$ cat src/rtl/sonata_pkg.sv
// Shared types and helpers for the board reset sequencer and its neighbours.
package sonata_pkg;

  localparam int RstCauseW  = 4;
  localparam int MaxDomains = 8;

  typedef enum logic [RstCauseW-1:0] {
    RstCausePor = 4'b0001,
    RstCauseBtn = 4'b0010,
    RstCausePll = 4'b0100,
    RstCauseSw  = 4'b1000
  } rst_cause_e;

  typedef enum logic [2:0] {
    WaitLock,
    Hold,
    Release,
    Run,
    SwHold,
    SwRelease
  } rst_seq_state_e;

  // Lowest set bit at or above 'start'; returns MaxDomains when there is none.
  function automatic logic [3:0] next_set_idx(input logic [MaxDomains-1:0] bits,
                                              input logic [3:0] start);
    logic [3:0] idx;
    logic       found;
    idx   = 4'(MaxDomains);
    found = 1'b0;
    for (int i = 0; i < MaxDomains; i++) begin
      if (!found && bits[i] && (4'(i) >= start)) begin
        idx   = 4'(i);
        found = 1'b1;
      end
    end
    return idx;
  endfunction

endpackage

$ cat src/rtl/rst_debounce.sv
// Two-flop synchroniser followed by a stability counter; reports the accepted
// level and a one-cycle pulse on each accepted rising edge.
module rst_debounce #(
  parameter int DebounceCycles = 1024
) (
  input  logic clk_i,
  input  logic rst_ni,
  input  logic raw_i,
  output logic level_o,
  output logic rise_o
);

  localparam int CntW = $clog2(DebounceCycles + 1);
  localparam logic [CntW-1:0] CntMax    = CntW'(DebounceCycles);
  localparam logic [CntW-1:0] CntAccept = CntW'(DebounceCycles - 1);

  logic            sync1_q, sync1_d;
  logic            sync2_q, sync2_d;
  logic            last_q, last_d;
  logic [CntW-1:0] cnt_q, cnt_d;
  logic            level_q, level_d;
  logic            rise_q, rise_d;

  // Restart the stability count on any change, accept the level once it has held long enough.
  always_comb begin
    sync1_d = raw_i;
    sync2_d = sync1_q;
    last_d  = sync2_q;
    cnt_d   = cnt_q;
    level_d = level_q;
    if (sync2_q != last_q) begin
      cnt_d = '0;
    end else begin
      if (cnt_q != CntMax) begin
        cnt_d = cnt_q + CntW'(1);
      end
      if (cnt_q >= CntAccept) begin
        level_d = last_q;
      end
    end
    rise_d = level_d & ~level_q;
  end

  // State registers for the synchroniser, counter and accepted level.
  always_ff @(posedge clk_i or negedge rst_ni) begin
    if (!rst_ni) begin
      sync1_q <= 1'b0;
      sync2_q <= 1'b0;
      last_q  <= 1'b0;
      cnt_q   <= '0;
      level_q <= 1'b0;
      rise_q  <= 1'b0;
    end else begin
      sync1_q <= sync1_d;
      sync2_q <= sync2_d;
      last_q  <= last_d;
      cnt_q   <= cnt_d;
      level_q <= level_d;
      rise_q  <= rise_d;
    end
  end

  assign level_o = level_q;
  assign rise_o  = rise_q;

endmodule

$ cat src/rtl/rst_seq_ctrl.sv
// Multi-domain reset sequencer: waits for a stable PLL lock, then releases the
// active-low domain resets one by one, and re-enters reset on lock loss, a
// debounced button press or a masked software request.
module rst_seq_ctrl
  import sonata_pkg::*;
#(
  parameter int NumDomains     = 3,
  parameter int HoldCycles     = 255,
  parameter int StaggerCycles  = 16,
  parameter int DebounceCycles = 1024,
  parameter int SwHoldCycles   = 64
) (
  input  logic                  clk_i,
  input  logic                  rst_ni,
  input  logic                  pll_locked_i,
  input  logic                  rst_btn_i,
  input  logic                  sw_rst_req_i,
  input  logic [NumDomains-1:0] sw_rst_mask_i,
  output logic [NumDomains-1:0] rst_domain_no,
  output logic                  rst_active_o,
  output logic [RstCauseW-1:0]  reset_cause_o
);

  localparam int MaxHs  = (HoldCycles > StaggerCycles) ? HoldCycles : StaggerCycles;
  localparam int MaxCnt = (MaxHs > SwHoldCycles) ? MaxHs : SwHoldCycles;
  localparam int CntW   = $clog2(MaxCnt + 1);
  localparam logic [CntW-1:0] CntMax   = CntW'(MaxCnt);
  localparam logic [CntW-1:0] HoldLast = CntW'(HoldCycles - 1);
  localparam logic [CntW-1:0] StagLast = CntW'(StaggerCycles - 1);
  localparam logic [CntW-1:0] SwLast   = CntW'(SwHoldCycles - 1);
  localparam logic [3:0]      LastIdx  = 4'(NumDomains - 1);

  logic                  lock_sync1_q, lock_sync1_d;
  logic                  lock_sync2_q, lock_sync2_d;
  logic                  btn_level, btn_rise, btn_event;
  rst_seq_state_e        state_q, state_d;
  logic [CntW-1:0]       cnt_q, cnt_d, cnt_inc;
  logic [3:0]            idx_q, idx_d;
  logic [NumDomains-1:0] mask_q, mask_d;
  logic [NumDomains-1:0] dom_q, dom_d;
  logic                  active_q, active_d;
  rst_cause_e            cause_q, cause_d;
  logic [MaxDomains-1:0] mask_ext;
  logic [3:0]            first_idx, later_idx;
  logic                  rel_en;
  logic [3:0]            rel_idx;
  logic                  abort;

  rst_debounce #(
    .DebounceCycles(DebounceCycles)
  ) u_btn_debounce (
    .clk_i  (clk_i),
    .rst_ni (rst_ni),
    .raw_i  (rst_btn_i),
    .level_o(btn_level),
    .rise_o (btn_rise)
  );

  // The rise pulse is always accompanied by a high accepted level; qualifying keeps both in use.
  assign btn_event = btn_rise & btn_level;
  assign cnt_inc   = (cnt_q == CntMax) ? cnt_q : cnt_q + CntW'(1);
  assign abort     = (state_q != WaitLock) && (state_q != Hold) && (!lock_sync2_q || btn_event);

  // Widen the latched software mask so the shared index search can scan it.
  always_comb begin
    mask_ext                 = '0;
    mask_ext[NumDomains-1:0] = mask_q;
  end

  assign first_idx = next_set_idx(mask_ext, 4'd0);
  assign later_idx = next_set_idx(mask_ext, idx_q + 4'd1);

  // Next-state, counter and domain-reset computation; aborts override everything.
  always_comb begin
    lock_sync1_d = pll_locked_i;
    lock_sync2_d = lock_sync1_q;
    state_d      = state_q;
    cnt_d        = cnt_q;
    idx_d        = idx_q;
    mask_d       = mask_q;
    dom_d        = dom_q;
    cause_d      = cause_q;
    rel_en       = 1'b0;
    rel_idx      = 4'd0;

    case (state_q)
      WaitLock: begin
        dom_d = '0;
        cnt_d = '0;
        idx_d = 4'd0;
        if (lock_sync2_q) state_d = Hold;
      end
      Hold: begin
        dom_d = '0;
        if (!lock_sync2_q) begin
          state_d = WaitLock;
          cnt_d   = '0;
        end else if (cnt_q == HoldLast) begin
          state_d = Release;
          idx_d   = 4'd0;
          cnt_d   = '0;
          rel_en  = 1'b1;
          rel_idx = 4'd0;
        end else begin
          cnt_d = cnt_inc;
        end
      end
      Release: begin
        if (idx_q == LastIdx) begin
          state_d = Run;
          cnt_d   = '0;
        end else if (cnt_q == StagLast) begin
          idx_d   = idx_q + 4'd1;
          cnt_d   = '0;
          rel_en  = 1'b1;
          rel_idx = idx_q + 4'd1;
        end else begin
          cnt_d = cnt_inc;
        end
      end
      Run: begin
        dom_d = '1;
        cnt_d = '0;
        if (sw_rst_req_i && (|sw_rst_mask_i)) begin
          state_d = SwHold;
          mask_d  = sw_rst_mask_i;
          dom_d   = ~sw_rst_mask_i;
          cause_d = RstCauseSw;
        end
      end
      SwHold: begin
        if (cnt_q == SwLast) begin
          state_d = SwRelease;
          idx_d   = first_idx;
          cnt_d   = '0;
          rel_en  = 1'b1;
          rel_idx = first_idx;
        end else begin
          cnt_d = cnt_inc;
        end
      end
      SwRelease: begin
        if (later_idx >= 4'(NumDomains)) begin
          state_d = Run;
          cnt_d   = '0;
        end else if (cnt_q == StagLast) begin
          idx_d   = later_idx;
          cnt_d   = '0;
          rel_en  = 1'b1;
          rel_idx = later_idx;
        end else begin
          cnt_d = cnt_inc;
        end
      end
      default: begin
        state_d = WaitLock;
        dom_d   = '0;
        cnt_d   = '0;
        idx_d   = 4'd0;
      end
    endcase

    for (int i = 0; i < NumDomains; i++) begin
      if (rel_en && (rel_idx == 4'(i))) dom_d[i] = 1'b1;
    end

    if (abort) begin
      state_d = WaitLock;
      dom_d   = '0;
      cnt_d   = '0;
      idx_d   = 4'd0;
      cause_d = !lock_sync2_q ? RstCausePll : RstCauseBtn;
    end

    active_d = ~&dom_d;
  end

  // Register the FSM, counters and the glitch-free reset outputs.
  always_ff @(posedge clk_i or negedge rst_ni) begin
    if (!rst_ni) begin
      lock_sync1_q <= 1'b0;
      lock_sync2_q <= 1'b0;
      state_q      <= WaitLock;
      cnt_q        <= '0;
      idx_q        <= 4'd0;
      mask_q       <= '0;
      dom_q        <= '0;
      active_q     <= 1'b1;
      cause_q      <= RstCausePor;
    end else begin
      lock_sync1_q <= lock_sync1_d;
      lock_sync2_q <= lock_sync2_d;
      state_q      <= state_d;
      cnt_q        <= cnt_d;
      idx_q        <= idx_d;
      mask_q       <= mask_d;
      dom_q        <= dom_d;
      active_q     <= active_d;
      cause_q      <= cause_d;
    end
  end

  assign rst_domain_no = dom_q;
  assign rst_active_o  = active_q;
  assign reset_cause_o = cause_q;

endmodule
$ cat config.mk
export PLATFORM = sky130hd
export DESIGN_NAME = rst_seq_ctrl
export DESIGN_NICKNAME = d
export VERILOG_FILES = /design/src/rtl/sonata_pkg.sv /design/src/rtl/rst_debounce.sv /design/src/rtl/rst_seq_ctrl.sv
export SDC_FILE = /design/constraint.sdc
export NUM_CORES = 1
export LEC_CHECK = 0
export ABC_AREA = 1
export ABC_CLOCK_PERIOD_IN_PS = 2700
export CAP_MARGIN = 10
export CORE_MARGIN = 1
export CORE_UTILIZATION = 41
export CTS_CLUSTER_SIZE = 14
export DETAILED_ROUTE_END_ITERATION = 10
export GPL_ROUTABILITY_DRIVEN = 0
export SETUP_SLACK_MARGIN = 0.5
export SLEW_MARGIN = 20
export SYNTH_ARGS = -nofsm -noshare
export SYNTH_HDL_FRONTEND = slang
export SYNTH_HIERARCHICAL = 1
export SYNTH_SLANG_ARGS = --single-unit
$ cat constraint.sdc
create_clock -name clk_i -period 2.7 [get_ports clk_i]
set_clock_uncertainty 0.2 [all_clocks]
set_input_delay 0.54 -clock clk_i [delete_from_list [all_inputs] [get_ports clk_i]]
set_output_delay 0.54 -clock clk_i [all_outputs]
set_load 0.01 [all_outputs]
=== Yosys cells after proc, flatten, opt, wreduce, memory -nomap -nowiden ===
Cells that the tools add are included.

* Bitwise logic cells: 4
* Muxes and demuxes: 64
* Reductions and logical operators: 33
* Add/subtract/negate cells: 3
* Equal/unequal tests: 28
* Magnitude comparators: 5

{| class="wikitable"
|+ Operators with widths
! kind !! count
|-
| 4-bit two-way mux || 22
|-
| 8-bit two-way mux || 8
|-
| 3-bit two-way mux || 11
|-
| 3-bit != test (second input constant) || 11
|-
| 8-bit one-hot mux with 4 select lines || 1
|-
| 11-bit two-way mux || 2
|-
| 4-bit one-hot mux with 5 select lines || 1
|-
| 3-bit one-hot mux with 6 select lines || 1
|-
| 8-bit == test (second input constant) || 2
|-
| 1-bit two-way mux || 15
|-
| 1-bit logical AND || 13
|-
| 4-bit one-hot mux with 3 select lines || 1
|-
| 11-bit by 1-bit adder with 11-bit output (second input constant) || 1
|-
| 11-bit by 10-bit >= comparator with 1-bit output (second input constant) || 1
|-
| 11-bit != test (second input constant) || 1
|-
| 8-bit by 1-bit adder with 8-bit output (second input constant) || 1
|-
| 4-bit by 2-bit == test with 1-bit output (second input constant) || 2
|-
| 8-bit by 4-bit == test with 1-bit output (second input constant) || 1
|-
| 8-bit by 6-bit == test with 1-bit output (second input constant) || 1
|-
| 1-bit by 4-bit >= comparator with 1-bit output (first input constant) || 2
|-
| 8-bit AND reduction || 1
|-
| 3-bit by 2-bit == test with 1-bit output (second input constant) || 2
|-
| 3-bit == test (second input constant) || 2
|-
| 1-bit logical NOT || 6
|-
| other kinds (23) || 28
|}

* Bits of input ports: 8
* Flip-flop bits (word level): 44

=== Longest topological paths before layout ===
Gate-level depths: netlist (run 1).

* Depth after elaboration: 21
* Depth in mapped cells: 15

=== Cells and area by module ===
The synthesis (run 1) kept the hierarchy.

{| class="wikitable"
|+ By module, submodules not included
! module !! seq. area each (um2) !! area each (um2) !! cells an instance !! instances
|-
| rst_seq_ctrl || 703.2 || 1884.3 || 257 || 1
|-
| rst_debounce || 400.4 || 785.8 || 95 || 1
|}

=== Least setup slack after synthesis (run 1) ===
Ideal clock, no wire load.

* Kind: register to register
* Start: register idx_q[0]
* End: register state_q[2]
* Stages on the path, launching flop included: 13
* Arrival: 1.632 ns
* Library setup time: 0.127 ns
* Clock period less this slack: 1.959 ns
* Slack: 0.741 ns
* Buffers on the path: 0
* Path through: dfrtp_1 > inv_1 > ha_1 > nand2_1 > nand2_1 > a21oi_1 > nor2_4 > nand2_1 > o21ai_0 > nand2_1 > nand4_2 > nand2_1 > o21ai_0

* Word-level cells in the longest chain between the ends: 15
* Elaborated cells on any way between the ends: 21
* Classes of those cells: add/sub (1); order compare (4); eq/ne (3); mux (5); reduce/logical (8)

{| class="wikitable"
|+ Ends and longest elaborated chain
! item !! line !! RTL
|-
| start, declared || rst_seq_ctrl.sv:38 || <nowiki>logic [3:0] idx_q, idx_d;</nowiki>
|-
| start signal, assigned || rst_seq_ctrl.sv:195 || <nowiki>idx_q <= idx_d;</nowiki>
|-
| 4-bit by 1-bit adder with 4-bit output || rst_seq_ctrl.sv:71 || <nowiki>assign later_idx = next_set_idx(mask_ext, idx_q + 4'd1);</nowiki>
|-
| 1-bit by 4-bit >= comparator with 1-bit output || sonata_pkg.sv:31 || <nowiki>if (!found && bits[i] && (4'(i) >= start)) begin</nowiki>
|-
| 1-bit logical AND || sonata_pkg.sv:31 ||
|-
| 1-bit two-way mux || sonata_pkg.sv:31 ||
|-
| 1-bit logical NOT || sonata_pkg.sv:31 ||
|-
| 1-bit logical AND (2 in series) || sonata_pkg.sv:31 ||
|-
| 1-bit two-way mux || sonata_pkg.sv:31 ||
|-
| 1-bit logical NOT || sonata_pkg.sv:31 ||
|-
| 1-bit logical AND (2 in series) || sonata_pkg.sv:31 ||
|-
| 4-bit two-way mux || sonata_pkg.sv:31 ||
|-
| 4-bit by 2-bit >= comparator with 1-bit output || rst_seq_ctrl.sv:143 || <nowiki>if (later_idx >= 4'(NumDomains)) begin</nowiki>
|-
| 3-bit != test (no line) || -- ||
|-
| 6-bit AND reduction (no line) * || -- ||
|-
| end signal, assigned || rst_seq_ctrl.sv:183 || <nowiki>state_q <= WaitLock;</nowiki>
|-
| end signal, assigned || rst_seq_ctrl.sv:193 || <nowiki>state_q <= state_d;</nowiki>
|-
| end, declared || rst_seq_ctrl.sv:36 || <nowiki>rst_seq_state_e state_q, state_d;</nowiki>
|}

Every way passes the cells marked *; elsewhere a longest branch is shown, timed or not.
A chain may end at the register's enable or synchronous reset.

=== Final worst setup path (run 1) ===
* Start: register cause_q[0], in the netlist reset_cause_o[0]
* End: output reset_cause_o[0]

{| class="wikitable"
|+ RTL lines
! item !! line !! RTL
|-
| start, declared || rst_seq_ctrl.sv:42 || <nowiki>rst_cause_e cause_q, cause_d;</nowiki>
|-
| start signal, assigned || rst_seq_ctrl.sv:189 || <nowiki>cause_q <= RstCausePor;</nowiki>
|-
| start signal, assigned || rst_seq_ctrl.sv:199 || <nowiki>cause_q <= cause_d;</nowiki>
|-
| end, declared || rst_seq_ctrl.sv:21 || <nowiki>output logic [RstCauseW-1:0] reset_cause_o</nowiki>
|}

No word-level cell between the ends.

==> results.toml, run 1 <==
[global_routing]
grt_pass1_wl_um = 9584
antenna_found_initial = 0
grt_pass1_vias = 2136
track_usage_pct = 18.47
grt_overflow = 0
grt_max_degree = 45

[worst_setup_path]
cp_slowest_cell = "dfstp_2"
start_kind = "flip-flop"
crit_family = "flip-flops"
critical_path.cell_chain = "clkdlybuf4s50_1"
rr_startpoint = "idx_q[0]"
cp.buffers_inverters = 1
path_class = "reg -> out"
r2r_setup_slack_ns = 0.62
cp-end-kind = "primary output"
max_stage_delay_ns = 0.53
cp.arrival_ns = 1.35
critPathLaunch = "reset_cause_o[0]"
path_max_fanout = 2
critPathRequiredTime_ns = 1.96

[timing]
final.min_clock_period_ns = 2.091
setup_viol = 0
hold_viol = 0
tns_ns = 0
rsz0062_at_grt = "yes"
tightest_slew_ns = 0.3383
period_share_pct = 77.43
setup_ws_ns = 0.6093
slew_viol_final = 0
max_freq_mhz = 478.3
hold_ws_ns = 0.004207
maxSlewHeadroom_pct = 77.39

[drt]
wl_per_cell_um = 12.40
vias = 2290
drtIter0Drc = 132
antenna_left = 0
wl_um = 5666
firstDrtPassIters = 5
vias_per_cell = 5.011
drc = 0

[final_layout]
layout-drive-gt1-share_pct = 17.37
n_antenna_cell = 0
final_net_count = 395
multi_input_comb_area_um2 = 1434
nFillCells = 642
areaGrowthSynthToFinish_pct = 17.29
regArea_um2 = 1110

[synth]
syn_inst = 352
syn_nets = 368
async_flop_share_pct = 100.0
synth_area_um2 = 2670
postSynthAreaPerCell_um2 = 7.585
synthFlopType = "dfrtp_1"
synth_edf_count = 0
yosysSeqAreaShare_pct = 41.33
ys_ff_latch = 44
synth_warnings = 6
ys_types = 37

[pwr]
cell_internal_pwr_mw = 1.350
powerDensity_nw_per_um2 = 728.7
peakVddDrop_mv = 0.4923
switching_share_pct = 40.84
p_seq_share_pct = 39.9
leakagePower_nw = 1.417
combinationalPowerShare_pct = 41.4
power_switching_uw = 932.0
clkPwrFrac_pct = 18.7

[die]
dieArea_um2 = 6839
rows = 29
core_area_um2 = 6314
start_util_pct = 42.29
die_w_um = 82.70
io_pins = 16
dieHeight_um = 82.70

[clocking]
cts_sinks = 44
cts-buffers-inserted = 5
cts_tree = "done"
cts_buffer_depth = 2
clk_pin_slew_ns = 0.08
htree_num_levels = 2
cts_root_buffer = "clkbuf_8"
clk_latency_ns = 0.29

[min_path]
min_path_type = "in -> async"

[place]
port_buffers = 15
place_ws_ns = 0.4507
hpwlAfterDp_um = 4162

[run]
drv_cap = 0

[status]
outcome = "finished, final reports clean"
==> metrics by stage <==
| step | power (mW) | util (%) | cell area [µm²] | std cells |
|---|---|---|---|---|
| finish | 2.282 | 49.60 | 3132 | 457 |
| global route | 2.458 | 49.60 | 3132 | 457 |
| CTS | 2.217 | 47.70 | 3012 | 451 |
| detailed placement | 1.781 | 46.21 | 2918 | 443 |
| global placement | 1.780 | 46.21 | 2918 | 443 |
| floorplan | 1.539 | - | 2670 | 352 |
==> cells by family after synthesis <==
logic type | after synthesis | share of synthesized area, %
AO/OA/AOI/OAI | 59 | 12.18
XOR/XNOR | 4 | 1.594
adder cells (fa/ha/maj) | 8 | 3.749
buffers and inverters | 51 | 7.544
flip-flops | 44 | 41.33
AND/OR/NAND/NOR | 186 | 33.60
==> cells in the mapped netlist (2+ instances only) <==
library cell  number  share of area (%)
nand2_1           75                 11
a31oi_1            2               0.47
nor2_4             5                2.1
nand3_1           29                5.4
nand4_1            4               0.94
or2_2              3               0.70
ha_1               8                3.7
nand3_2            5                1.9
o21ai_2            2               0.66
inv_1             45                6.3
inv_2              2               0.28
nor2_1            44                6.2
dfstp_2            2                2.0
o21ai_1            4               0.75
nor3_1             6                1.1
nor2_2             4               0.94
buf_2              2               0.37
xor2_1             2               0.66
o21ai_0           26                4.9
a21oi_2            3               0.98
nand2_2            4               0.94
dfrtp_1           42                 39
a21oi_1           19                3.6
==> state kept, by name, summed over array words and instances, names as in the netlist, 3 cells and up <==
| name | flops |
|---|---|
| u_btn_debounce/cnt_q | 11 |
| cnt_q | 8 |
| idx_q | 4 |
| reset_cause_o | 4 |
| mask_q | 3 |
| rst_domain_no | 3 |
| state_q | 3 |
==> routing by layer <==
layer / part of all wire (%) / global-route usage, % / vias to the layer above
met3: 4.3 / 3.626 / 8
met4: 1.6 / 7.069 / 0
met2: 44 / 27.38 / 43
li1: - / - / 1199
met5: 0 / 0 / -
met1: 50 / 26.32 / 1040
==> area by class of cell <==
| class | instances | area share (%) |
|---|---|---|
| well taps | 77 | 3.076 |
| clock buffers | 7 | 2.757 |
| multi-input cells | 257 | 45.79 |
| flip-flops and latches | 44 | 35.44 |
| clock inverters | 1 | 0.2397 |
| inverters | 48 | 5.753 |
| repair buffers | 23 | 6.952 |
==> layout by cell type (no fill, tap or decap), types with 6 or more instances in the layout <==
cell type        synthesis  routed
nand2_1                 75      75
buf_4                    0       7
nor3_1                   6       6
inv_1                   45      43
nor2_4                   5       6
clkbuf_8                 0       6
nand3_2                  5       7
clkdlybuf4s50_1          0      14
a21oi_1                 19      19
o21ai_0                 26      26
nand3_1                 29      27
nor2_1                  44      42
dfrtp_1                 42      37
==> final timing paths <==
path	end	cells past startpoint
setup / recovery	reset_cause_o[0]	1
hold / removal	mask_q[1]	2
setup reg to reg	rst_active_o	13
hold reg to reg	lock_sync2_q	0
max in group asynchronous	reset_cause_o[0]	2
min in group clk_i	lock_sync2_q	0
==> power by group through the flow <==
stage | clock network [mW] | registers (mW) | logic [mW]
6_report | 0.427 | 0.909 | 0.946
5_1_grt | 0.471 | 0.925 | 1.06
4_1_cts | 0.445 | 0.892 | 0.880
3_5_place_dp | 0 | 0.904 | 0.877
3_3_place_gp | 0 | 0.904 | 0.877
2_1_floorplan | 0 | 0.876 | 0.662
==> what timing repair did <==
action / 4_1_cts / 5_1_grt
buffers inserted: 0 / 6
setup endpoints to repair: 0 / 19
hold buffers: 0 / 0
resized for setup: 0 / 18
Power figures use the tool's default switching activity.
==> inputs of run 2 (changes only) <==
--- a/config.mk
+++ b/config.mk
@@ -6,7 +6,7 @@
 export NUM_CORES = 1
 export LEC_CHECK = 0
 export ABC_AREA = 1
-export ABC_CLOCK_PERIOD_IN_PS = 2700
+export ABC_CLOCK_PERIOD_IN_PS = 1850
 export CAP_MARGIN = 10
 export CORE_MARGIN = 1
 export CORE_UTILIZATION = 41
==> constraint.sdc (replaced) <==
create_clock -name clk_i -period 1.85 [get_ports clk_i]
set_clock_uncertainty 0.2 [all_clocks]
set_input_delay 0.37 -clock clk_i [delete_from_list [all_inputs] [get_ports clk_i]]
set_output_delay 0.37 -clock clk_i [all_outputs]
set_load 0.01 [all_outputs]
==> run 2 against run 1 <==
The run now ends with negative setup slack left. Clock power up 85%. Power up 83%. Sequential share of layout area down 7.0 points. Worst setup slack worse by 0.77 ns. Critical endpoint is now cnt_q[0]. Die area unchanged. Register-to-register slack worse by 0.78 ns. Non-clock buffer count up 57. Largest power group unchanged. Sequential power up 47%. Utilization up 12 points.
==> results.toml, run 2 (synthesized netlist as in run 1, its figures left out) <==
[worst_setup_path]
crit_family = "simple AND/OR/NAND/NOR gates"
start_kind = "flip-flop"
critical_path.cell_chain = "inv_2 -> ha_4 -> nand2_2 -> nand2_2 -> a21oi_2 -> nor2_4 -> nand2_1 -> o21ai_1 -> nand2_1 -> nand3b_2 -> nand3_4 -> a21oi_2"
cp-end-kind = "flip-flop"
cp_slowest_cell = "dfrtp_2"
cp.buffers_inverters = 1
max_stage_delay_ns = 0.45
critPathRequiredTime_ns = 1.88
path_max_fanout = 8
path_class = "reg -> reg"
cp.arrival_ns = 2.05

[final_layout]
largest_registers = "u_btn_debounce/cnt_q: 11 flops, cnt_q: 8 flops"
n_antenna_cell = 0
nFillCells = 562
largest_reg_flops = 11
layout-drive-gt1-share_pct = 44.52
areaGrowthSynthToFinish_pct = 46.77
top_register = "u_btn_debounce/cnt_q"
final_net_count = 453
layout_common_cells = "nand2_1 (61), buf_4 (51), dfrtp_1 (34), nor2_1 (33), inv_1 (32)"
layout_commonest_cell = "nand2_1"
finish.instance_area_um2 = 3919
final_util_pct = 62.07

[status]
violations = "negative setup slack"
outcome = "finished, violations left"

[die]
die_w_um = 82.70
io_pins = 16
rows = 29
start_util_pct = 42.29
dieHeight_um = 82.70
core_area_um2 = 6314
dieArea_um2 = 6839

[timing]
final.min_clock_period_ns = 2.013
setup_viol = 19
max_freq_mhz = 496.7
period_share_pct = 108.8
tns_ns = -2.364
maxSlewHeadroom_pct = 75.99
slew_viol_final = 0
setup_ws_ns = -0.1631
tightest_slew_ns = 0.3601
hold_viol = 0
rsz0062_at_grt = "yes"

[pwr]
combinationalPowerShare_pct = 48.8
clkPwrFrac_pct = 19.0
power_switching_mw = 1.669
p_seq_share_pct = 32.2
peakVddDrop_mv = 0.9621
leakagePower_nw = 1.789
fin_total_pwr_mw = 4.173
powerDensity_nw_per_um2 = 1065
switching_share_pct = 40.00
cell_internal_pwr_mw = 2.504

[drt]
antenna_left = 0
wl_per_cell_um = 13.00
vias = 2570
wl_um = 6696
drc = 0
vias_per_cell = 4.990
drtIter0Drc = 124
firstDrtPassIters = 4

[clocking]
clk_latency_ns = 0.30
cts_buffer_depth = 2
cts_tree = "done"
htree_num_levels = 2
cts-buffers-inserted = 5
cts_root_buffer = "clkbuf_8"
cts_sinks = 44
clk_pin_slew_ns = 0.09

[place]
hpwlAfterDp_um = 4445
placed_area_um2 = 3247
port_buffers = 15
place_ws_ns = -0.2317

[global_routing]
grt_overflow = 0
grt_pass1_wl_um = 10850
antenna_found_initial = 0
track_usage_pct = 20.78
grt_pass1_vias = 2400
grt_max_degree = 45

[min_path]
min_path_type = "reg -> reg"

[run]
drv_cap = 0
## run 2: what timing repair did
action,CTS,global route
gates resized for setup,104,43
hold buffers,1,0
hold endpoints to repair,42,0
gates cloned,1,0
pin swaps,23,19
endpoints found under the setup margin,46,47
buffers inserted,19,11
## run 2: per-layer routing
metal,part of all wire [%],GRT usage (%),vias up,wire length [µm]
li1,-,-,1311,-
met1,49,29.63,1212,3287
met2,47,32.95,42,3151
met3,3.3,3.846,5,223
met4,0.49,3.793,0,33
met5,0,0,-,0
## run 2: path summary, 6_finish.rpt
check | start | endpoint | slack, ns | cells past startpoint
max | idx_q[0] | cnt_q[0] | -0.16 | 12
min | lock_sync1_q | lock_sync2_q | 0.16 | 0
max reg2reg | idx_q[0] | cnt_q[0] | -0.16 | 12
min reg2reg | lock_sync1_q | lock_sync2_q | 0.16 | 0
max in group asynchronous | rst_ni | rst_active_o | 0.80 | 3
min in group asynchronous | rst_ni | cnt_q[2] | 0.37 | 3
## run 2: final cells by class
class / count / area, µm² / area share [%]
clock buffers: 6 / 82.58 / 2.107
clock inverters: 2 / 38.79 / 0.9898
inverters: 48 / 195.2 / 4.981
multi-input cells: 258 / 1725 / 44.03
flip-flops and latches: 44 / 1114 / 28.42
well taps: 77 / 96.34 / 2.458
repair buffers: 80 / 666.9 / 17.02
## run 2: power groups by stage
stage	logic (mW)	registers [mW]	clock network, mW
after floorplan	1.04	1.30	0
after global placement	1.56	1.32	0
final	2.04	1.34	0.791
after CTS	1.85	1.34	0.810
after detailed placement	1.57	1.33	0
after global routing	2.25	1.36	0.845
## run 2: per-stage QoR
| stage | std cells | hold WS (ns) |
|---|---|---|
| after floorplan | 352 | -0.1256 |
| after global placement | 475 | 0.1323 |
| after detailed placement | 475 | 0.1387 |
| after global routing | 515 | 0.1828 |
| final | 515 | 0.1585 |
| after CTS | 504 | 0.1631 |
## run 2: worst register-to-register path, delay by kind of cell (launching register included)
kind / cells / cell delay [ns]
compound gates: 3 / 0.27
fa+ha+maj: 1 / 0.28
buf+inv: 1 / 0.07
flops: 1 / 0.45
simple gates: 7 / 0.70
==> inputs of run 3 (changes only) <==
--- a/config.mk
+++ b/config.mk
@@ -10,9 +10,11 @@
 export CAP_MARGIN = 10
 export CORE_MARGIN = 1
 export CORE_UTILIZATION = 41
+export CTS_CLUSTER_DIAMETER = 50
 export CTS_CLUSTER_SIZE = 14
 export DETAILED_ROUTE_END_ITERATION = 10
 export GPL_ROUTABILITY_DRIVEN = 0
+export REMOVE_ABC_BUFFERS = 1
 export SETUP_SLACK_MARGIN = 0.5
 export SLEW_MARGIN = 20
 export SYNTH_ARGS = -nofsm -noshare
==> run 3 against run 2 <==
The run ends with negative hold slack, negative setup slack left. First-iteration DRC count shrank 10%. Count of clock-buffer cells in the layout up 1. Sequential power hardly changed. Critical path depth is the same. Utilization fell by 1.1 points. Register-to-register slack worse by 0.06 ns. Via count decreased by 0.93%. Worst setup slack lost 0.060 ns. Power decreased by 5.5%. Cell count is 0.19% lower. Global-route usage rose by 0.051 points. Critical path type unchanged. Largest cell class unchanged. Largest power group unchanged.
==> results.toml, run 3 (synthesized netlist as in run 1, its figures left out) <==
[global_routing]
grt_pass1_vias = 2310
grt_use_met3_pct = 3.736
grtUsageMet2_pct = 31.23
grt_max_degree = 22
gr-usage-met1_pct = 30.37
antenna_found_initial = 0
grt-busiest-layer = "met2"
grt_pass1_wl_um = 10650
grt_overflow = 0
track_usage_pct = 20.83

[place]
placed_area_um2 = 3258
hpwlAfterDp_um = 4518
dp_cells = 490
port_buffers = 15
place_ws_ns = -0.2351

[clocking]
cts_tree = "done"
cts-buffers-inserted = 5
clk_pin_slew_ns = 0.10
cts_buffer_depth = 2
htree_num_levels = 2
cts_root_buffer = "clkbuf_8"
cts_sinks = 44
clk_latency_ns = 0.31

[pwr]
powerDensity_nw_per_um2 = 1025
fin_total_pwr_mw = 3.943
leakagePower_nw = 1.775
peakVddDrop_mv = 0.8151

[run]
drv_cap = 0

[timing]
final.min_clock_period_ns = 2.073
tns_ns = -3.329
period_share_pct = 112.1
setup_ws_ns = -0.2234
rsz0062_at_grt = "yes"
tightest_slew_ns = 0.5171
max_freq_mhz = 482.3
maxSlewHeadroom_pct = 65.52
setup_viol = 19
hold_viol = 17
slew_viol_final = 0
hold_ws_ns = -0.1805

[worst_setup_path]
start_kind = "flip-flop"
path_max_fanout = 5
cp-end-kind = "flip-flop"
cp.arrival_ns = 2.12
rr_startpoint = "idx_q[1]"
critPathRequiredTime_ns = 1.90
path_class = "reg -> reg"
critPathLaunch = "idx_q[1]"

[drt]
firstDrtPassIters = 4
wl_um = 6489
drtIter0Drc = 111
vias = 2546
drc = 0
wl_per_cell_um = 12.62
antenna_left = 0
vias_per_cell = 4.953

[final_layout]
areaGrowthSynthToFinish_pct = 44.05
top_register = "u_btn_debounce/cnt_q"
finish.instance_area_um2 = 3846
final_net_count = 452
largest_reg_flops = 11
layout_commonest_cell = "nand2_1"
post_layout_nonfiller_instances = 514
layout-drive-gt1-share_pct = 43.02
final_util_pct = 60.92
n_antenna_cell = 0
largest_registers = "u_btn_debounce/cnt_q: 11 flops, cnt_q: 8 flops"
layout_common_cells = "nand2_1 (61), buf_4 (54), nor2_1 (34), dfrtp_1 (34), inv_1 (33)"

[die]
start_util_pct = 42.29
core_area_um2 = 6314
dieArea_um2 = 6839
io_pins = 16
dieHeight_um = 82.70
rows = 29
die_w_um = 82.70

[status]
violations = "negative hold slack, negative setup slack"
outcome = "finished, violations left"

[min_path]
min_path_type = "in -> async"
-- run 3: worst paths after layout --
kind | end | slack (ns) | cells after the start
worst max-delay path | rst_active_o | -0.22 | 12
worst min-delay path | mask_q[2] | -0.18 | 1
min in group clk_i | lock_sync2_q | 0.16 | 0
worst max register to register | rst_active_o | -0.22 | 12
max in group asynchronous | u_btn_debounce/cnt_q[2] | 1.02 | 2
worst min register to register | lock_sync2_q | 0.16 | 0
-- run 3: worst max-delay path: stages (launching register included) --
cell and delay (ns):
dfrtp_2 0.49, ha_4 0.20, nand2_1 0.07, nor2_2 0.05, nor2_1 0.19, nand2_1 0.12, o21ai_1 0.26, nor2_2 0.09
nand3_1 0.08, nand2_1 0.06, nand2_1 0.05, nand2_1 0.06, nand3_1 0.09
-- run 3: final cells by class --
| type | count | area (µm²) |
|---|---|---|
| fill | 561 | 2467 |
| multi-input combinational | 257 | 1702 |
| sequential | 44 | 1114 |
| timing repair buffer | 80 | 650.6 |
| inverter | 48 | 190.2 |
| tap | 77 | 96.34 |
| clock buffer | 7 | 86.33 |
| clock inverter | 1 | 7.507 |
-- run 3: layer usage --
metal	share of wire, %	wire length (µm)
met1	49	3155
met2	46	3004
met3	3.9	251
met4	1.2	77
met5	0	0
-- run 3: power breakdown --
| group | switching, mW | leakage, nW | internal (mW) | total [mW] |
|---|---|---|---|---|
| clock | 0.351 | 0.0445 | 0.304 | 0.655 |
| sequential | 0.223 | 0.567 | 1.12 | 1.34 |
| combinational | 1.08 | 1.16 | 0.870 | 1.95 |
| total | 1.65 | 1.78 | 2.29 | 3.94 |
-- run 3: timing repair --
action                                  in CTS  in global routing
gates cloned                                 0                  0
pin swaps                                   24                 31
buffers inserted                            11                  5
resized for setup                          112                 46
endpoints found under the hold margin       17                 17
endpoints found under the setup margin      45                 46
==> variant 1, RTL diff (config.mk and constraints of run 1) <==
Change the parameter `SwHoldCycles` from 64 to 128.
--- a/src/rtl/rst_seq_ctrl.sv
+++ b/src/rtl/rst_seq_ctrl.sv
@@ -10,3 +10,3 @@
   parameter int DebounceCycles = 1024,
-  parameter int SwHoldCycles   = 64
+  parameter int SwHoldCycles   = 128
 ) (
Formal check against the unedited RTL: no difference found for any inputs over 10 cycles, from zero or initial values and one cycle with rst_ni low; that may be too few to reach the edited logic, so the function may still have changed.
==> variant 1 against run 1 <==
Via count grew 5.6%. Power is 2.9% higher. Sequential cell count is the same. Design area is 6.0% higher. Wire length increased by 7.4%. Area after synthesis grew 5.4%. Setup slack is essentially flat. Highest routed layer unchanged.
==> variant 1: results (changes against run 1) <==
| Metric | Value |
|---|---|
| Status | `finished, final reports clean (unchanged)` |
| Post-DR wirelength/cell | `12.9 um (was 12.4 um)` |
| Placed Instances | `452 (was 443)` |
| Biggest regs | `u_btn_debounce/cnt_q: 11 flops, cnt_q: 8 flops (unchanged)` |
| Dominant synthesized flop cell | `dfrtp_1 (unchanged)` |
| Fillcell total | `631 (was 642)` |
| Mapped Nets | `376 (was 368)` |
| Drt first-iter violations | `178 (was 132)` |
| Actual slew at the worst max-slew pin | `624 ps (was 338 ps)` |
| Largest net degree at the start of global routing | `28 (was 45)` |
| Share of cells above drive strength 1 | `23.5% (was 17.4%)` |
| Synth top cells by count | `nand2_1 (76), dfrtp_1 (42), inv_1 (39), nor2_1 (39), nand3_1 (28) (was nand2_1 (75), inv_1 (45), nor2_1 (44), dfrtp_1 (42), nand3_1 (29))` |
| Leakage power | `1.52 nW (was 1.42 nW)` |
| VDD IR max | `0.431 mV (was 0.492 mV)` |
| Synth area leaders | `dfrtp_1 (37%), nand2_1 (10%), inv_1 (5.2%) (was dfrtp_1 (39%), nand2_1 (11%), inv_1 (6.3%))` |
| Initial antenna violation count | `0 (unchanged)` |
| Vias in the first global route | `2277 (was 2136)` |
| Clock Tree Root | `clkbuf_8 (unchanged)` |
| Min-delay worst type | `in -> async (unchanged)` |
| TritonCTS buffer count | `5 (unchanged)` |
| Synth cell types | `45 (was 37)` |
| Drt total wl | `6.08 mm (was 5.67 mm)` |
| Average size of a mapped cell | `7.82 sq um (was 7.59 sq um)` |
| Clock Tree Buf Depth | `2 (unchanged)` |
| Yosys warnings | `6 (unchanged)` |
| Max FO, Critical Path | `2 (unchanged)` |
| Setup TNS | `0 ps (unchanged)` |
| IO Port Bufs | `15 (unchanged)` |
| First drt pass iteration count | `4 (was 5)` |
| Async SR Flop Fraction | `100% (unchanged)` |
| Diodes inserted | `0 (unchanged)` |
| Post-DP HPWL | `4.59 mm (was 4.16 mm)` |
| Worst-Skew Late Latency | `290 ps (about the same)` |
| GRT Resource Usage Total | `18.6% (was 18.5%)` |
| Routed vias/inst | `5.11 (was 5.01)` |
| Global-route wire length before repair | `10.8 mm (was 9.58 mm)` |
| Register area share after synthesis | `39.2% (was 41.3%)` |
| Final nets | `411 (was 395)` |
| Slowest CP cell | `dfstp_2 (unchanged)` |
variant 1: through the flow:
stage | area, sq um | total power [mW] | utilization [%] | hold WS, ps | setup WS (ps)
after floorplan | 2810 | 1.53 | - | 44.4 | 779
after global placement | 3060 | 1.78 | 47.2 | 137 | 469
after detailed placement | 3060 | 1.78 | 47.2 | 136 | 449
after CTS | 3190 | 2.34 | 49.0 | 84.6 | 515
after global routing | 3320 | 2.52 | 51.1 | 91.4 | 469
final | 3320 | 2.35 | 51.1 | 45.6 | 610
variant 1: area by class of cell:
| cell class | count | area share (%) |
|---|---|---|
| clock buffers | 6 | 2.49 |
| clock inverters | 2 | 1.17 |
| inverters | 49 | 5.62 |
| multi-input cells | 264 | 46.4 |
| flip-flops and latches | 44 | 33.3 |
| well taps | 77 | 2.90 |
| repair buffers | 31 | 8.11 |
variant 1: per-layer routing:
layer / global-route usage, % / part of all wire (%) / vias to the layer above
met5: 0 / 0 / -
met4: 5.08 / 0.74 / 0
met3: 3.40 / 4.0 / 4
met2: 28.2 / 45 / 49
met1: 27.4 / 50 / 1118
li1: - / - / 1247
variant 1: cells by family after synthesis:
logic type	count (synthesis)	synth area share (%)
compound gates	53	12.1
buf+inv	52	7.16
simple gates	195	35.3
flops	44	39.2
fa+ha+maj	8	3.56
xor+xnor	8	2.76
variant 1: path summary, 6_finish.rpt:
check                      depth (start not counted)                       to              from  slack [ps]
min reg2reg                                        0             lock_sync2_q      lock_sync1_q         150
min                                                1  u_btn_debounce/cnt_q[1]            rst_ni          50
max reg2reg                                       10                 idx_q[0]          idx_q[1]         620
min in group clk_i                                 0             lock_sync2_q      lock_sync1_q         150
max                                                1         reset_cause_o[0]  reset_cause_o[0]         610
max in group asynchronous                          2  u_btn_debounce/cnt_q[9]            rst_ni        1670
variant 1: repair_timing:
item / 4_1_cts / 5_1_grt
buffers inserted: 0 / 13
resized for setup: 1 / 13
setup endpoints to repair: 13 / 18
endpoints found under the hold margin: 0 / 0
hold buffers: 0 / 0
pin swaps: 0 / 13
variant 1: power breakdown:
group          switching [mW]  leakage (nW)  internal [mW]
clock                   0.237        0.0614          0.303
combinational           0.586         0.880          0.350
sequential              0.118         0.576          0.753
total                   0.942          1.52           1.41
==> variant 2, RTL diff (settings of run 1) <==
Made on the original files. Reset style: synchronous (`rst_ni`), changed in 2 clocked blocks.
--- a/src/rtl/rst_debounce.sv
+++ b/src/rtl/rst_debounce.sv
@@ -44,3 +44,3 @@
   // State registers for the synchroniser, counter and accepted level.
-  always_ff @(posedge clk_i or negedge rst_ni) begin
+  always_ff @(posedge clk_i) begin
     if (!rst_ni) begin
--- a/src/rtl/rst_seq_ctrl.sv
+++ b/src/rtl/rst_seq_ctrl.sv
@@ -178,3 +178,3 @@
   // Register the FSM, counters and the glitch-free reset outputs.
-  always_ff @(posedge clk_i or negedge rst_ni) begin
+  always_ff @(posedge clk_i) begin
     if (!rst_ni) begin
Function: same outputs for any inputs over 10 cycles, from zero or initial values and one cycle with rst_ni low; that may be too few to reach the edited logic, so the function may still have changed.
==> variant 2 against run 1 <==
Via count decreased by 1.2%. Wire length decreased by 8.8%. Power decreased by 22%. Count of clock-buffer cells in the layout decreased by 2. Setup slack improved by 61 ps. Design area decreased by 8.5%. Area after synthesis decreased by 7.3%. Sequential cell count unchanged. Fmax increased by 3.0%.
==> variant 2: results (changes against run 1) <==
| Metric | Value |
|---|---|
| Status | `finished, final reports clean (unchanged)` |
| Slowest CP cell | `dfxtp_1 (was dfstp_2)` |
| Vias in the first global route | `2111 (was 2136)` |
| Async SR Flop Fraction | `0% (was 100%)` |
| Share of cells above drive strength 1 | `13.1% (was 17.4%)` |
| Worst R2R Path Depth | `12 (was 13)` |
| VDD IR max | `0.282 mV (was 0.492 mV)` |
| Placed Area | `2720 sq um (was 2920 sq um)` |
| Data arrival, critical path | `2020 ps (was 1350 ps)` |
| Routed vias/inst | `4.92 (was 5.01)` |
| Compound-Gate Fraction of Synth Area | `11.8% (was 12.2%)` |
| GR Util met3 | `3.54% (was 3.63%)` |
| CP peak stage delay | `390 ps (was 530 ps)` |
| Min-delay worst type | `reg -> reg (was in -> async)` |
| Xor/xnor share of the synthesized area | `1.77% (was 1.59%)` |
| Routing usage on met1 | `21.7% (was 26.3%)` |
| Sw Pwr | `0.681 mW (was 0.932 mW)` |
| GRT Resource Usage Total | `17.8% (was 18.5%)` |
| Global-route wire length before repair | `8.89 mm (was 9.58 mm)` |
| Crit path max-delay family | `simple AND/OR/NAND/NOR gates (was flip-flops)` |
| Mapped Nets | `381 (was 368)` |
| Final nets | `404 (was 395)` |
| Register area share after synthesis | `35.6% (was 41.3%)` |
| Post-DP HPWL | `3.93 mm (was 4.16 mm)` |
| Max FO, Critical Path | `6 (was 2)` |
| Synth area leaders | `dfxtp_1 (36%), nand2_1 (13%), nor2_1 (8.3%) (was dfrtp_1 (39%), nand2_1 (11%), inv_1 (6.3%))` |
| Dominant synthesized flop cell | `dfxtp_1 (was dfrtp_1)` |
| Synth cell types | `31 (was 37)` |
variant 2: per-layer routing:
metal | part of all wire, % | wire, um | vias up
met2 | 47 | 2410 | 28
met5 | 0 | 0 | -
met3 | 2.4 | 124 | 10
met1 | 49 | 2520 | 1002
met4 | 2.3 | 118 | 0
li1 | - | - | 1222
variant 2: worst reg2reg max path: stages (launching register included):
cell	delay, ps
dfxtp_1	390
ha_2	240
nand3_2	140
inv_1	180
nand3_4	140
nor2_4	130
nand2_1	70
nand2_1	70
inv_1	40
o21ai_0	60
nand3_1	120
nand2_1	80
nand3_1	70
variant 2: layout make-up:
class	instances	area (sq um)
clock buffer	5	68.8
clock inverter	2	12.5
fill	593	2810
inverter	50	188
multi-input combinational	271	1460
sequential	44	886
tap	72	90.1
timing repair buffer	16	158
variant 2: path summary, 6_finish.rpt:
kind / from / to / slack [ps]
max: cnt_q[0] / rst_active_o / 670
min: lock_sync1_q / lock_sync2_q / 230
max reg2reg: cnt_q[0] / rst_active_o / 670
min reg2reg: lock_sync1_q / lock_sync2_q / 230
variant 2: per-stage QoR:
stage | power, mW | instances
floorplan | 1.21 | 365
global placement | 1.36 | 452
detailed placement | 1.36 | 452
CTS | 1.78 | 459
global route | 1.92 | 460
finish | 1.78 | 460
variant 2: power groups by stage:
stage | sequential [mW] | combinational (mW) | clock, mW
floorplan | 0.756 | 0.457 | 0
global placement | 0.756 | 0.601 | 0
detailed placement | 0.758 | 0.602 | 0
CTS | 0.743 | 0.613 | 0.425
global route | 0.750 | 0.722 | 0.443
finish | 0.743 | 0.631 | 0.403
variant 2: timing repair:
action                     4_1_cts  5_1_grt
gates cloned                     0        0
hold buffers                     0        0
resized for setup                1       13
setup endpoints to repair        8       19
buffers inserted                 0        1
pin swaps                        0        1
